<file path="src/rtl/adder_err_accum.sv">
// Error-metric accumulator for 8+8->9-bit approximate adders: counts errors, max |err|, sum |err|.
// Latency: sample accepted at edge T updates the metrics at edge T+2; done follows one cycle later.
// Backpressure: in_ready only in RUN while fewer than target samples taken. Optional ERR_SQ_ACC_EN adds sum_sq_err.
module adder_err_accum #(
  parameter int IN_W  = 8,
  parameter int OUT_W = 9,
  parameter int CNT_W = 17,
  parameter int ACC_W = 26
) (
  input  logic               clk,
  input  logic               rst,
  input  logic               start,
  input  logic [CNT_W-1:0]   target,
  input  logic               in_valid,
  output logic               in_ready,
  input  logic [IN_W-1:0]    op_a,
  input  logic [IN_W-1:0]    op_b,
  input  logic [OUT_W-1:0]   approx_sum,
  output logic               busy,
  output logic               done,
  output logic [CNT_W-1:0]   n_samples,
  output logic [CNT_W-1:0]   n_err,
  output logic [OUT_W-1:0]   max_abs_err,
  output logic [ACC_W-1:0]   sum_abs_err
`ifdef ERR_SQ_ACC_EN
  ,
  output logic [2*OUT_W+CNT_W-1:0] sum_sq_err
`endif
);

  typedef enum logic [1:0] {IDLE, RUN, DONE} state_t;

  state_t             state;
  logic [CNT_W-1:0]   target_r;
  logic [CNT_W-1:0]   accepted;

  // Stage 0: captured operands of the accepted sample
  logic               p0_vld;
  logic [IN_W-1:0]    p0_a;
  logic [IN_W-1:0]    p0_b;
  logic [OUT_W-1:0]   p0_approx;

  // Stage 1: absolute error of that sample
  logic               p1_vld;
  logic [OUT_W-1:0]   p1_abs;

  logic               fire;
  logic [OUT_W-1:0]   exact;
  logic [OUT_W:0]     err;
  logic [OUT_W:0]     err_neg;
  logic [OUT_W-1:0]   abs_c;

  // Accept only while there is budget left, so at most target samples enter
  assign in_ready = (state == RUN) && (accepted < target_r);
  assign fire     = in_valid && in_ready;
  assign busy     = (state == RUN);
  assign done     = (state == DONE);

  // Exact sum and |approx - exact|; err is one bit wider so its MSB is the sign
  always_comb begin
    exact   = {1'b0, p0_a} + {1'b0, p0_b};
    err     = {1'b0, p0_approx} - {1'b0, exact};
    err_neg = -err;
    abs_c   = err[OUT_W] ? err_neg[OUT_W-1:0] : err[OUT_W-1:0];
  end

`ifdef ERR_SQ_ACC_EN
  logic [2*OUT_W-1:0] abs_ext;
  logic [2*OUT_W-1:0] abs_sq;

  // Square of the stage-1 error; the true product always fits in 2*OUT_W bits
  always_comb begin
    abs_ext = {{OUT_W{1'b0}}, p1_abs};
    abs_sq  = abs_ext * abs_ext;
  end
`endif

  // Control FSM, two-stage error pipeline and metric accumulators
  always_ff @(posedge clk) begin
    if (rst) begin
      state       <= IDLE;
      target_r    <= '0;
      accepted    <= '0;
      p0_vld      <= 1'b0;
      p0_a        <= '0;
      p0_b        <= '0;
      p0_approx   <= '0;
      p1_vld      <= 1'b0;
      p1_abs      <= '0;
      n_samples   <= '0;
      n_err       <= '0;
      max_abs_err <= '0;
      sum_abs_err <= '0;
`ifdef ERR_SQ_ACC_EN
      sum_sq_err  <= '0;
`endif
    end else begin
      p0_vld <= fire;
      if (fire) begin
        p0_a      <= op_a;
        p0_b      <= op_b;
        p0_approx <= approx_sum;
      end

      p1_vld <= p0_vld;
      p1_abs <= abs_c;

      if (p1_vld) begin
        n_samples   <= n_samples + CNT_W'(1);
        n_err       <= n_err + CNT_W'(p1_abs != '0);
        sum_abs_err <= sum_abs_err + ACC_W'(p1_abs);
        if (p1_abs > max_abs_err) begin
          max_abs_err <= p1_abs;
        end
`ifdef ERR_SQ_ACC_EN
        sum_sq_err  <= sum_sq_err + (2*OUT_W+CNT_W)'(abs_sq);
`endif
      end

      case (state)
        IDLE, DONE: begin
          // Pipeline is empty here, so clearing cannot race a pending update
          if (start) begin
            state       <= RUN;
            target_r    <= target;
            accepted    <= '0;
            n_samples   <= '0;
            n_err       <= '0;
            max_abs_err <= '0;
            sum_abs_err <= '0;
`ifdef ERR_SQ_ACC_EN
            sum_sq_err  <= '0;
`endif
          end
        end
        RUN: begin
          if (fire) begin
            accepted <= accepted + CNT_W'(1);
          end
          // Finish once every taken sample has reached the accumulators
          if ((n_samples == target_r) && !p0_vld && !p1_vld) begin
            state <= DONE;
          end
        end
        default: state <= IDLE;
      endcase
    end
  end

endmodule
</file>
<file path="config.mk">
export PLATFORM = sky130hd
export DESIGN_NAME = adder_err_accum
export DESIGN_NICKNAME = d
export VERILOG_FILES = /design/src/rtl/adder_err_accum.sv
export SDC_FILE = /design/constraint.sdc
export NUM_CORES = 1
export LEC_CHECK = 0
export BUFFER_PORTS_ARGS = -buffer_cell sky130_fd_sc_hd__buf_4
export CORE_MARGIN = 1.5
export CORE_UTILIZATION = 45
export CTS_CLUSTER_SIZE = 20
export DETAILED_ROUTE_END_ITERATION = 6
export PLACE_DENSITY = 0.72
export SETUP_SLACK_MARGIN = 0.4
export SLEW_MARGIN = 10
export SYNTH_ARGS = -nofsm -noshare
export SYNTH_HDL_FRONTEND = slang
export SYNTH_SLANG_ARGS = --single-unit
export TNS_END_PERCENT = 5
</file>
<file path="constraint.sdc">
create_clock -name clk -period 3.6 [get_ports clk]
set_input_delay 0.18 -clock clk [delete_from_list [all_inputs] [get_ports clk]]
set_output_delay 0.18 -clock clk [all_outputs]
set_load 0.02 [all_outputs]
</file>
* After elaboration in Yosys (flattened, before gate mapping)
Index checks and enable logic that the tools add are counted.
Storage, ports and cells: register bits after elaboration 141, bits of input ports 46, output and inout bits 72, word-level logic and storage cells 61
Operators by class: $add $sub $neg 7, order comparisons 2, equality and inequality tests 6, mux-type cells 20, reduce and logical (&&, ||, !) cells 13
Operators with widths (number):
- two-way mux 17 bit | 8
- two-way mux 26 bit | 3
- two-way mux 9 bit | 5
- adder 17 x 1 -> 17 bit (second input constant) | 2
- one-hot mux 17 bit (2 select lines) | 1
- adder 26 x 9 -> 26 bit | 1
- adder 17 x 1 -> 17 bit | 1
- equality test 17 bit | 1
- less-than comparator 17 bit | 1
- subtractor 9 x 9 -> 10 bit | 1
- adder 8 x 8 -> 9 bit | 1
- greater-than comparator 9 bit | 1
- negation 9 bit | 1
- nonzero test 9 bit | 1
- logical AND 1 bit | 4
- two-way mux 2 bit | 2
- != test 2 x 1 -> 1 bit (second input constant) | 2
- one-hot mux 2 bit (2 select lines) | 1
- AND reduction 2 bit | 2
- AND reduction 3 bit | 1
- equality test 2 x 1 -> 1 bit (second input constant) | 1
- equality test 2 bit (second input constant) | 1
- logical NOT 1 bit | 2
- logical NOT 2 bit | 1
- 3 further kinds | 3

* Logic depth before layout (Yosys ltp)
Gate-level depths: netlist of run 1.
depth in word-level cells 5, mapped depth 13, gate-level depth less buffers 13

* Least setup slack after synthesis of run 1
Ideal clock, no wire load.
path kind register to register, start point register p0_a[0], end point register p1_abs[7], setup time 128 ps, data arrival time 2667 ps, data required time 3472 ps, setup slack 806 ps, cell stages (with the launch flop) 13, path buffers 0, period minus slack after synthesis 2794 ps, cell sequence dfxtp_1 fa_1 inv_1 ha_1 nor2_1 fa_1 nor2b_1 o31a_1 or4b_1 o311a_1 a31oi_1 xor2_1 nor2_1
On the way: longest elaborated chain between the ends 4
Ends and longest elaborated chain:
- start, declared | RTL line 39 | logic [IN_W-1:0] p0_a;
- start signal, assigned | RTL line 100 | p0_a <= op_a;
- adder 8 x 8 -> 9 bit * | RTL line 61 | exact = {1'b0, p0_a} + {1'b0, p0_b};
- subtractor 9 x 9 -> 10 bit * | RTL line 62 | err = {1'b0, p0_approx} - {1'b0, exact};
- negation 9 bit | RTL line 63 | err_neg = -err;
- two-way mux 9 bit * | RTL line 64 | abs_c = err[OUT_W] ? err_neg[OUT_W-1:0] : err[OUT_W-1:0];
- end signal, assigned | RTL line 106 | p1_abs <= abs_c;
- end, declared | RTL line 45 | logic [OUT_W-1:0] p1_abs;
Mark *: on every way between the ends. The rest lies on a longest branch, timed or not. A chain may end at the register's enable or synchronous reset.

* Worst setup path in the final report of run 1
Ends and elaborated chain as after synthesis.

==> metrics.csv, run 1 <==
stage,metric,value,unit
power,peakVddDrop,0.000371,V
drt,via_per_inst,5.26,
synth,yosysWarnings,0,
worst_setup_path,path_cells,fa_1 -> inv_1 -> ha_1 -> nor2_1 -> fa_1 -> nor2b_1 -> o31a_1 -> or4b_1 -> o311a_1 -> a31oi_1 -> xor2_1 -> nor2_1,
global_route,grt_pass1_wl,29.8,mm
worst_setup_path,cpPeakStageDelay,0.56,ns
global_route,grt_util_all_layers,0.207,
cells_and_area,finish.utilization,0.579,
synth,synth_seq_area_share,0.371,
timing,rsz0062_at_grt,false,
cells_and_area,syn2layout_area_growth,25.8,%
power,p_switching,1.34,mW
global_route,grt_pass1_vias,6300,
cts,cts_root_buf,clkbuf_16,
synth,avgSynthCellArea,8.63,sq um
flow_run,cap_violations,0,
worst_setup_path,end_kind,flop,
worst_setup_path,crit_type,reg2reg,
global_route,grt_use_met3,0.0364,
power,internal_power,3.20,mW
power,sw_frac_of_total,0.295,
placed_design,port_buffers,117,
worst_setup_path,arrival,3.25,ns
cells_and_area,nNetsFinal,1126,
power,pwr-share-clk,0.399,
timing,skew,0.00745,ns
cts,clock_path_buffers,2,
synth,async_flop_share,0,
worst_setup_path,startpoint_type,flop,
global_route,grt.met1_usage,0.276,
global_route,busiest_layer,met2,
cells_and_area,diodes,0,
placed_design,dpl.hpwl,12.6,mm
cells_and_area,fillers,1440,
cells_and_area,seq_area,2820,sq um
cells_and_area,layout_common_cells,"dfxtp_1 (141), buf_4 (127), nor2_1 (126)",
power,power_density,474,nW/um^2
timing,final.setup.worst_slack,0.628,ns
drt,routedWlPerCell,14.1,um
cts,ctsResizeCount,0,
global_route,grt_max_degree,77,
cts,clk_latency,0.42,ns
synth,synthCells,881,
floorplan,dieArea,17700,sq um
floorplan,die_w,133,um
power,combinationalPowerShare,0.222,
timing,period_minus_slack,2.97,ns
placed_design,dp_slack,0.647,ns
synth,synth-edff-count,0,
synth,synth_cell_type_count,59,
drt,via_count,6599,
floorplan,core,16500,sq um
power,p_leak,3.81,nW
placed_design,gp_congestion,0.878,
global_route,global_route.usage.met2,0.339,
cts,postCtsSetupRepairBufs,0,
placed_design,dp.cells,1196,
hold_path,hp-class,in2reg,
cells_and_area,multiInputGateArea,4440,sq um
cts,clk_pin_slew,0.06,ns
timing,hold_viol_final,0,
floorplan,io_pins,118,
floorplan,die_height,133,um
power,seqPwrFrac,0.380,
drt,ant_nets,0,
drt,postRouteWirelength,17.7,mm
timing,tns,0,ns
power,total_power,4.54,mW
synth,synth_flop_cell,dfxtp_1,
drt,first_iter_violations,335,
worst_setup_path,crit_path_top_delay_cell,fa_1,
timing,setup_viol,0,
worst_setup_path,cp_data_required_time,3.88,ns
synth,synth-seq-cells,141,
global_route,gr-total-overflow,0,
floorplan,rows,47,
floorplan,initial_core_util,0.460,
synth,synth_area,7600,sq um
synth,syn_nets,986,
drt,dr.pass1.iters,4,
cells_and_area,layout-drive-gt1-share,0.169,
drt,route.detailed.drc,0,
cts,htreeDepth,4,
cts,cts_tree,built,
global_route,grt_antenna_before_repair,0,
timing,worst_slew_pin_slew,0.822,ns
timing,slew_headroom,0.452,
worst_setup_path,path_max_fanout,4,
run_status,status,"finished, final reports clean",
timing,slew_violations,0,
cts,cts_buffers,17,
timing,post-route-period-util,0.826,
timing,fmax,336,MHz
cells_and_area,fin_cells,1254,
cells_and_area,layout_commonest_cell,dfxtp_1,
cts,cts_num_sinks,141,
==> layout make-up <==
type                    instances  share of cell area
clock inverters                13              0.0173
flip-flops and latches        141               0.295
clock buffers                  19              0.0463
inverters                      55              0.0216
multi-input cells             653               0.464
repair buffers                153               0.127
well taps                     220              0.0288
==> logic make-up after synthesis <==
group,Yosys count,share of synthesized area
flip-flops,141,0.371
XOR/XNOR,75,0.0864
AO/OA/AOI/OAI,155,0.136
AND/OR/NAND/NOR,323,0.200
adder cells (fa/ha/maj),59,0.106
buffers and inverters,87,0.0461
multiplexers,41,0.0540
==> final timing paths <==
path / startpoint / endpoint / slack [ns] / cells past startpoint
hold reg to reg: target_r[15] / target_r[15] / 0.48 / 2
setup reg to reg: p0_a[0] / p1_abs[7] / 0.63 / 12
setup / recovery: p0_a[0] / p1_abs[7] / 0.63 / 12
hold / removal: target[3] / target_r[3] / 0.01 / 3
==> power groups by stage <==
stage / registers [mW] / logic [mW] / clock network [mW]
after CTS: 1.72 / 1.01 / 1.84
after global placement: 1.75 / 0.961 / 0
after detailed placement: 1.76 / 0.976 / 0
after floorplan: 1.72 / 0.771 / 0
final: 1.72 / 1.01 / 1.81
after global routing: 1.73 / 1.15 / 1.91
==> stage by stage <==
stage | hold slack, ns | cell area (sq um)
after floorplan | 0.316 | 7600
after global placement | 0.413 | 8700
after detailed placement | 0.421 | 8700
after CTS | 0.00286 | 9570
after global routing | 0.00792 | 9570
final | 0.0119 | 9570
==> synthesized netlist by cell type, drive strengths merged, types with 6 or more instances <==
library cell,number,share of area
xnor2,38,0.044
nand4,21,0.017
clkbuf,23,0.011
dfxtp,141,0.37
fa,9,0.024
and3,14,0.012
o211ai,12,0.012
a21o,7,0.0069
o41ai,6,0.0089
nand2,67,0.033
nor3,10,0.0066
nor2,126,0.062
o21ai,23,0.015
ha,50,0.082
mux2i,41,0.054
nor2b,8,0.0066
xor2,37,0.043
a21oi,62,0.041
a31oi,6,0.0049
inv,55,0.027
and4,6,0.0069
nand3,36,0.024
or3,11,0.0091
buf,9,0.0076
==> worst max-delay path: cells and delay by family (launching register included) <==
family,cells,cell delay [ns]
flip-flops,1,0.33
XOR/XNOR,1,0.15
adder cells (fa/ha/maj),3,0.97
AO/OA/AOI/OAI,3,0.62
buffers and inverters,1,0.05
AND/OR/NAND/NOR,4,0.70
==> flip-flops by register name (all words and copies together), names as in the netlist <==
name,cells
p1_abs,9
state,2
n_samples,17
sum_abs_err,26
p0_approx,9
max_abs_err,9
p0_a,8
p0_b,8
p1_vld,1
n_err,17
p0_vld,1
accepted,17
target_r,17
==> repair_timing <==
| action | 4_1_cts | 5_1_grt |
|---|---|---|
| hold buffers | 26 | 0 |
| endpoints found under the hold margin | 26 | 0 |
| endpoints found under the setup margin | 0 | 0 |
==> per-layer routing <==
metal	up-vias	wire length, um
met3	23	839
met1	3059	8560
met4	0	288
li1	3363	-
met5	-	0
met2	154	8020
Power figures use the tool's default switching activity.
==> inputs of run 2 (changes only) <==
- ABC_AREA: default -> 1
- PLACE_DENSITY: 0.72 -> 0.74
- clock period: 3.6 -> 2.7 ns (I/O delays scaled with it)
==> metrics.csv, run 2 <==
stage,metric,value,unit,change
timing,period_minus_slack,2.67,ns,-0.303 ns
drt,dr.pass1.iters,5,,+1
timing,post-route-period-util,0.989,,+0.163
cts,clk_latency,0.43,ns,about the same
synth,avgSynthCellArea,6.73,sq um,-22%
run_status,status,"finished, final reports clean",,
hold_path,hp-start,target[0],,
worst_setup_path,crit_path_top_delay_cell,fa_2,,
cells_and_area,fin_area,10400,sq um,+8.6%
drt,route.detailed.drc,0,,unchanged
synth,synth-edff-count,0,,unchanged
placed_design,port_buffers,117,,unchanged
timing,slew_headroom,0.618,,+0.166
global_route,grt_pass1_vias,7274,,+15%
floorplan,io_pins,118,,unchanged
cells_and_area,largest_register_ffs,26,,unchanged
worst_setup_path,worstReg2RegStart,p0_approx[0],,
worst_setup_path,r2r_end,p1_abs[4],,
timing,rsz0062_at_grt,true,,
cells_and_area,layout_commonest_cell,nand2_1,,
synth,synth.most_common_cell,nand2_1,,
global_route,gr-total-overflow,0,,unchanged
synth,synth_commonest_cells,"nand2_1 (256), nor2_1 (199), inv_1 (149)",,
synth,synth_area_leader_cell,dfxtp_1,,
timing,hold_viol_final,0,,unchanged
power,peakVddDrop,0.000467,V,+26%
cts,htreeDepth,4,,unchanged
global_route,grt_pass1_wl,33.8,mm,+13%
power,internal_power,4.72,mW,+48%
cells_and_area,diodes,0,,unchanged
hold_path,hp-class,in2reg,,
cells_and_area,finish.utilization,0.581,,+0.00165
power,p_switching,2.32,mW,+73%
power,power_density,677,nW/um^2,+43%
timing,fmax,375,MHz,+11%
floorplan,rows,49,,+4.3%
timing,slew_violations,0,,unchanged
synth,synth_seq_area_share,0.346,,-0.0255
timing,setup_viol,0,,unchanged
worst_setup_path,end_kind,flop,,
placed_design,dpl.hpwl,14.9,mm,+18%
synth,synth_top_cell_area_share,0.346,,-0.0255
global_route,grt_antenna_before_repair,0,,unchanged
placed_design,gp_congestion,0.890,,+1.3%
power,sw_frac_of_total,0.329,,+0.0342
synth,async_flop_share,0,,unchanged
worst_setup_path,cpPeakStageDelay,0.56,ns,about the same
power,total_power,7.04,mW,+55%
worst_setup_path,path_cells,inv_2 -> fa_1 -> inv_1 -> ha_2 -> inv_2 -> nand2_2 -> inv_2 -> fa_2 -> ha_4 -> inv_2 -> nor2_4 -> buf_4 -> buf_4 -> nand2_1 -> nand2_1 -> nand2_1 -> nor3b_2,,
power,pwr-share-clk,0.363,,-0.036
synth,synth_flop_cell,dfxtp_1,,
drt,ant_nets,0,,unchanged
synth,synthCells,1212,,+38%
cells_and_area,layout-drive-gt1-share,0.170,,+0.000345
drt,postRouteWirelength,21.0,mm,+18%
worst_setup_path,crit_type,reg2reg,,
cells_and_area,syn2layout_area_growth,27.3,%,
floorplan,initial_core_util,0.456,,-0.00408
power,combinationalPowerShare,0.299,,+0.077
synth,synth_cell_type_count,43,,-27%
timing,skew,0.0101,ns,+0.00265 ns
power,p_leak,4.63,nW,+21%
worst_setup_path,rr_worst_depth,17,,+5
floorplan,core,17900,sq um,+8.3%
synth,yosysWarnings,0,,unchanged
placed_design,dp.cells,1533,,+28%
timing,worst_slew_pin_slew,0.573,ns,-0.249 ns
cells_and_area,nNetsFinal,1462,,+30%
worst_setup_path,cp_data_required_time,3.00,ns,-0.88 ns
hold_path,min_to,target_r[0],,
cts,clk_pin_slew,0.06,ns,about the same
drt,first_iter_violations,446,,+33%
drt,via_count,8026,,+22%
drt,via_per_inst,5.03,,-4.5%
flow_run,cap_violations,0,,unchanged
cts,clock_path_buffers,2,,unchanged
drt,routedWlPerCell,13.1,um,-7.0%
worst_setup_path,path_max_fanout,2,,-2
hold_path,holdPathStages,3,,unchanged
worst_setup_path,arrival,2.97,ns,-0.28 ns
placed_design,dpl-instance-area,9240,sq um,+6.3%
cts,cts_buffers,17,,unchanged
synth,synth-seq-cells,141,,unchanged
worst_setup_path,startpoint_type,flop,,
worst_setup_path,crit_path_frequent_cell,inv_2,,
cts,cts_num_sinks,141,,unchanged
floorplan,dieArea,19000,sq um,+7.2%
cells_and_area,layout_common_cells,"nand2_1 (245), nor2_1 (192), inv_1 (143)",,
cells_and_area,fin_cells,1597,,+27%
cells_and_area,top_register,sum_abs_err,,
synth,syn_nets,1317,,+34%
synth,synth_area,8160,sq um,+7.4%
synth,synth_area_leaders,"dfxtp_1 (35%), nand2_1 (12%), nor2_1 (9.2%)",,
power,seqPwrFrac,0.337,,-0.043
cts,cts_tree,built,,
worst_setup_path,worst-r2r-setup-slack,0.03,ns,-0.60 ns
global_route,grt_util_all_layers,0.224,,+0.0171
floorplan,die_height,138,um,+3.5%
cts,cts_root_buf,clkbuf_16,,
timing,whs,0.00445,ns,-0.00745 ns
global_route,grt_max_degree,46,,-40%
floorplan,die_w,138,um,+3.5%
run 2: cell types whose count changed in the layout (fill, tap and decap cells not counted), moves of 20 or more:
cell	previous run	this run
nand2_1	66	245
inv_1	55	143
nor2_1	126	192
o21ai_0	23	66
mux2i_1	41	0
nand3_1	36	73
a21oi_1	61	91
xnor2_1	38	9
nor3_1	10	30
run 2: worst max-delay path by stage:
stage,startpoint,to,slack (ns),cells after the start
after floorplan,p0_a[0],p1_abs[8],0.11,14
after global placement,p0_a[0],p1_abs[8],0.05,15
after detailed placement,p0_a[0],p1_abs[8],-0.05,15
after CTS,p0_approx[0],p1_abs[8],-0.07,15
after global routing,p0_approx[0],p1_abs[7],-0.14,17
final,p0_approx[0],p1_abs[4],0.03,17
run 2: cells by family after synthesis:
group,after synthesis,share of synthesized area
AO/OA/AOI/OAI,188,0.121
XOR/XNOR,29,0.0311
adder cells (fa/ha/maj),59,0.0987
buffers and inverters,188,0.0901
flip-flops,141,0.346
AND/OR/NAND/NOR,607,0.314
run 2: area by class of cell:
type,count,area (sq um)
flip-flops and latches,141,2830
multi-input cells,883,4770
well taps,229,287
repair buffers,160,1280
fillers,1699,7510
inverters,154,591
clock inverters,11,193
clock buffers,19,443
run 2: critical path, delay by kind of cell (launching register included):
family	cells	cell delay, ns
adders and majority gates	4	1.34
buffers and inverters	7	0.41
DFF	1	0.33
and+or+nand+nor	6	0.46
run 2: per-stage QoR:
stage	TNS, ns	setup WS (ns)
after CTS	-0.0847	-0.0697
after detailed placement	-0.0488	-0.0488
after global placement	0	0.0502
final	0	0.0309
after global routing	-0.416	-0.136
after floorplan	0	0.106
run 2: what timing repair did:
item / in CTS / in global routing
setup endpoints to repair: 9 / 64
gates resized for setup: 21 / 50
cloned: 0 / 0
buffers inserted: 8 / 3
hold buffers: 23 / 0
endpoints found under the hold margin: 23 / 0
pin swaps: 13 / 22
run 2: power by group through the flow:
stage / sequential (mW) / clock (mW) / combinational [mW]
after detailed placement: 2.42 / 0 / 1.73
after global routing: 2.39 / 2.69 / 2.40
final: 2.38 / 2.56 / 2.11
after global placement: 2.41 / 0 / 1.69
after floorplan: 2.37 / 0 / 1.35
after CTS: 2.37 / 2.60 / 1.90
run 2: routing by layer:
metal,global-route usage,part of all wire,up-vias
met5,0,0,-
met3,0.0526,0.057,32
met1,0.288,0.46,3588
met2,0.369,0.46,204
met4,0.0772,0.019,0
li1,-,-,4202
